`config.mk`:
```
export PLATFORM = sky130hd
export DESIGN_NAME = horner_eval
export DESIGN_NICKNAME = d
export VERILOG_FILES = /design/src/rtl/horner_eval.sv
export SDC_FILE = /design/constraint.sdc
export NUM_CORES = 2
export LEC_CHECK = 0
export CORE_MARGIN = 4
export CORE_UTILIZATION = 60
export CTS_BUF_LIST = sky130_fd_sc_hd__clkbuf_2
export CTS_CLUSTER_DIAMETER = 120
export DETAILED_ROUTE_END_ITERATION = 12
export GPL_TIMING_DRIVEN = 1
export HOLD_SLACK_MARGIN = 0.03
export PLACE_DENSITY = 0.8
export SETUP_SLACK_MARGIN = 0.15
export SYNTH_ARGS = -nofsm -noshare
export SYNTH_HDL_FRONTEND = slang
export SYNTH_SLANG_ARGS = --single-unit
export TNS_END_PERCENT = 50
```
`constraint.sdc`:
```
create_clock -name clk -period 9.1 [get_ports clk]
set_clock_uncertainty 0.1 [all_clocks]
set_input_delay 0.91 -clock clk [delete_from_list [all_inputs] [get_ports clk]]
set_output_delay 0.91 -clock clk [all_outputs]
set_load 0.03 [all_outputs]
```
`src/rtl/horner_eval.sv`:
```
// horner_eval: sequential polynomial evaluator using Horner's rule.
//   p(x) = (((a_N*x + a_{N-1})*x + ...)*x + a_0), unsigned, modulo 2^W.
// A job is started in IDLE with an evaluation point and a degree N. The block
// then takes N+1 coefficients, highest order first, over a valid/ready
// handshake. It presents the W-bit result together with a sticky overflow
// flag until the result is accepted.
//
// Ports:
//   clk, reset          clock; synchronous active-high reset
//   start, x, degree    job request, evaluation point, degree (sampled in IDLE)
//   coef_valid, coef    coefficient stream input
//   coef_ready          high in RUN
//   result_valid        high in DONE
//   result, overflow    accumulator and sticky overflow; hold outside DONE
//   result_ready        consumer accepts the result
//   busy                high in RUN and DONE
module horner_eval #(
    parameter int W     = 32,
    parameter int DEG_W = 4
) (
    input  logic             clk,
    input  logic             reset,
    input  logic             start,
    input  logic [W-1:0]     x,
    input  logic [DEG_W-1:0] degree,
    input  logic             coef_valid,
    input  logic [W-1:0]     coef,
    output logic             coef_ready,
    output logic             result_valid,
    output logic [W-1:0]     result,
    output logic             overflow,
    input  logic             result_ready,
    output logic             busy
);

    typedef enum logic [1:0] {
        IDLE = 2'd0,
        RUN  = 2'd1,
        DONE = 2'd2
    } state_t;

    state_t           state;
    logic [W-1:0]     acc;
    logic [W-1:0]     x_reg;
    logic [DEG_W-1:0] count;
    logic             ovf;

    logic [2*W-1:0]   prod;
    logic [2*W:0]     full;
    logic             take;

    // Full-precision multiply-add. Any bit above W-1 means this step
    // wrapped, and that sets the sticky overflow flag.
    always_comb begin
        prod = {{W{1'b0}}, acc} * {{W{1'b0}}, x_reg};
        full = {1'b0, prod} + {{(W+1){1'b0}}, coef};
    end

    assign take = (state == RUN) && coef_valid;

    always_ff @(posedge clk) begin
        if (reset) begin
            state <= IDLE;
            acc   <= '0;
            count <= '0;
            x_reg <= '0;
            ovf   <= 1'b0;
        end else begin
            case (state)
                IDLE: begin
                    if (start) begin
                        x_reg <= x;
                        count <= degree;
                        acc   <= '0;
                        ovf   <= 1'b0;
                        state <= RUN;
                    end
                end
                RUN: begin
                    if (take) begin
                        acc <= full[W-1:0];
                        ovf <= ovf | (full[2*W:W] != '0);
                        // count holds the number of coefficients still to come
                        // after this one.
                        if (count == '0) state <= DONE;
                        else             count <= count - 1'b1;
                    end
                end
                DONE: begin
                    if (result_ready) state <= IDLE;
                end
                default: state <= IDLE;
            endcase
        end
    end

    // Handshake outputs are decoded only from the state register, so
    // coef_ready never depends combinationally on coef_valid.
    assign coef_ready   = (state == RUN);
    assign result_valid = (state == DONE);
    assign busy         = (state == RUN) || (state == DONE);
    assign result       = acc;
    assign overflow     = ovf;

endmodule

```
==> results.yml <==
status:
  status: "complete, no violations"
cts:
  path_clk_slew_ps: 300
  cts_tree: "done"
  insertion_delay_ps: 740
  cts.sinks: 71
  htree_levels: 3
  post_cts_buffers: 0
  numCtsBuffers: 9
  cts_root_buffer: "clkbuf_2"
  clk_path_buf_depth: 2
timing:
  finalHoldViolCount: 0
  finalSetupTns_ps: 0
  relSlewSlack_pct: 39.44
  finalSetupViolations: 0
  max_freq_mhz: 116.9
  rsz0062_at_grt: "false"
  maxSlewViolCount: 0
  worstMarginPinSlew_ps: 908.4
  fin_crit_ps: 8555
  fin_crit_sh_pct: 94.02
  layout_setup_ws_ps: 544.6
logic_synthesis:
  ys_ff_latch: 71
  synth_cell_types: 76
  syn_area_per_cell_sq_um: 8.962
  yosysTopAreaCell: "fa_1"
  synthTopCellsByCount: "fa_1, inv_1, and2_1, nand2_1, ha_1"
  synthesis.nets: 5471
  synth_area_sq_um: 37600
  yosys-top-cells-area: "fa_1, and2_1, ha_1"
  synth_top_area_share_pct: 49.47
  syn_inst: 4195
  synth_edf_count: 0
  yosys_most_used_dff: "dfxtp_1"
  yosysSeqAreaShare_pct: 3.780
  synthArstFlopShare_pct: 0
  synthMostInstantiatedCell: "fa_1"
  yosysWarnings: 0
pwr:
  swShare_pct: 59.76
  netSwitchingPower_mw: 2.232
  total_power_mw: 3.735
  clkPwrFrac_pct: 5.5
  p_seq_share_pct: 15.0
  p_leak_nw: 17.75
  vdd_drop_max_v: 0.0001749
  comb_power_share_pct: 79.6
  power_density_nw_per_um2: 92.70
  p_int_mw: 1.503
grt:
  grt_usage_pct: 32.96
  antenna_found_initial: 4
  grt_overflow_total: 0
  grt_pass1_vias: 32140
  grt_max_degree: 72
  grt_pass1_wl_mm: 173.1
place:
  io_buffers: 108
  pre_cts_slack_ps: 160.3
  dpl.hpwl_mm: 90.17
  place_congestion: 0.9765
  place_area_sq_um: 40120
routing:
  drc: 0
  vias: 29170
  wl_mm: 105.7
  firstDrtPassIters: 6
  first_iter_violations: 2135
  ant_nets: 0
  post_drt_wl_per_cell_um: 20.79
  route.detailed.vias_per_inst: 5.736
setup_path:
  worstSetupEndpointType: "register"
  worstPathArrival_ps: 9070
  crit_fanout: 17
  worstPathRequired_ps: 9610
  startpoint_type: "register"
  worstSetupPathType: "reg -> reg"
floorplan:
  ios: 109
  rows: 91
  die_height_um: 258.3
  start_util_pct: 60.81
  core-area_sq_um: 61830
  die_area_sq_um: 66730
  die_w_um: 258.3
finish:
  fin_area_sq_um: 40290
  syn_to_final_growth_pct: 7.171
  nFillCells: 4994
  drive_gt1_share_pct: 5.821
  final_nets: 5514
run:
  drv_cap: 0
hold_path:
  hp-class: "reg -> reg"
[cell families after synthesis]
group                      count (synthesis)  synth area share [%]
xor gates and xnor gates                  34                0.7920
DFF                                       71                 3.780
and+or+nand+nor                         1422                 19.39
adders and majority gates               1203                 58.58
buffers and inverters                   1115                 11.29
AOI/OAI and AO/OA                        338                 5.837
muxes                                     12                0.3228
[per-stage QoR]
| stage | hold WS [ps] | std cells | utilization (%) |
|---|---|---|---|
| 2_1_floorplan | 374.5 | 4195 | - |
| 3_3_place_gp | 343.5 | 5064 | 64.89 |
| 3_5_place_dp | 347.6 | 5064 | 64.89 |
| 4_1_cts | 375.8 | 5080 | 65.05 |
| 5_1_grt | 387.6 | 5082 | 65.16 |
| 6_report | 375.2 | 5085 | 65.17 |
[layout by cell type (no fill, tap or decap), types with 11 or more instances in the layout]
cell type          n
a211oi_1          13
a21o_1            13
a21oi_1          119
a22oi_1           32
a31oi_1           14
and2_1           635
and3_1            11
buf_4            166
clkdlybuf4s50_1  107
dfxtp_1           40
dfxtp_2           24
fa_1             929
ha_1             274
inv_1            866
mux2i_1           11
nand2_1          542
nand3_1           23
nand4_1           27
nor2_1           104
nor3_1            14
nor4_1            11
o21a_1            12
o21ai_0           47
or3_1             11
xnor2_1           18
xor2_1            16
[cell type report]
class | count | area (sq um) | area share (%)
Inverter | 866 | 3251 | 8.067
Timing Repair Buffer | 281 | 2462 | 6.111
Antenna cell | 5 | 12.51 | 0.03105
Multi-Input combinational cell | 3009 | 31940 | 79.27
Clock buffer | 9 | 45.04 | 0.1118
Sequential cell | 71 | 1478 | 3.667
Clock inverter | 7 | 56.30 | 0.1397
Tap cell | 837 | 1047 | 2.599
[metal layers]
layer,GRT usage (%),part of all wire [%]
met2,55.08,48
met4,13.03,4.7
met1,42.26,38
met5,0,0
met3,7.300,8.8
[worst paths after layout]
kind / start / to / slack (ps) / depth (start not counted)
setup / recovery: result[16] / overflow / 540 / 24
hold / removal: x_reg[27] / x_reg[27] / 380 / 2
setup reg to reg: result[16] / overflow / 540 / 24
hold reg to reg: x_reg[27] / x_reg[27] / 380 / 2
[critical path, stage by stage (launching register included)]
cell and delay (ps):
dfxtp_1 430, buf_4 260, buf_4 300, nand2_1 120, fa_1 510, fa_1 590
fa_1 450, fa_1 530, fa_1 610, fa_1 470, fa_1 500, fa_1 540
inv_1 50, ha_1 400, a21oi_1 280, o21ai_1 150, buf_4 170, a211oi_1 360
o21ai_1 210, a31oi_1 270, a31oi_1 140, or3_1 320, a211o_1 290, nor4b_1 280
a21oi_1 110
[power groups by stage]
| stage | Clock (mW) | Sequential [mW] | Combinational, mW |
|---|---|---|---|
| 4_1_cts | 0.208 | 0.544 | 2.94 |
| 2_1_floorplan | 0 | 0.461 | 1.88 |
| 5_1_grt | 0.217 | 0.565 | 3.25 |
| 6_report | 0.204 | 0.559 | 2.97 |
| 3_3_place_gp | 0 | 0.549 | 2.87 |
| 3_5_place_dp | 0 | 0.550 | 2.91 |
[timing repair]
| item | CTS | global route |
|---|---|---|
| setup endpoints to repair | 0 | 1 |
| gates resized for setup | 0 | 42 |
| hold buffers | 0 | 0 |
Power figures use the tool's default switching activity.
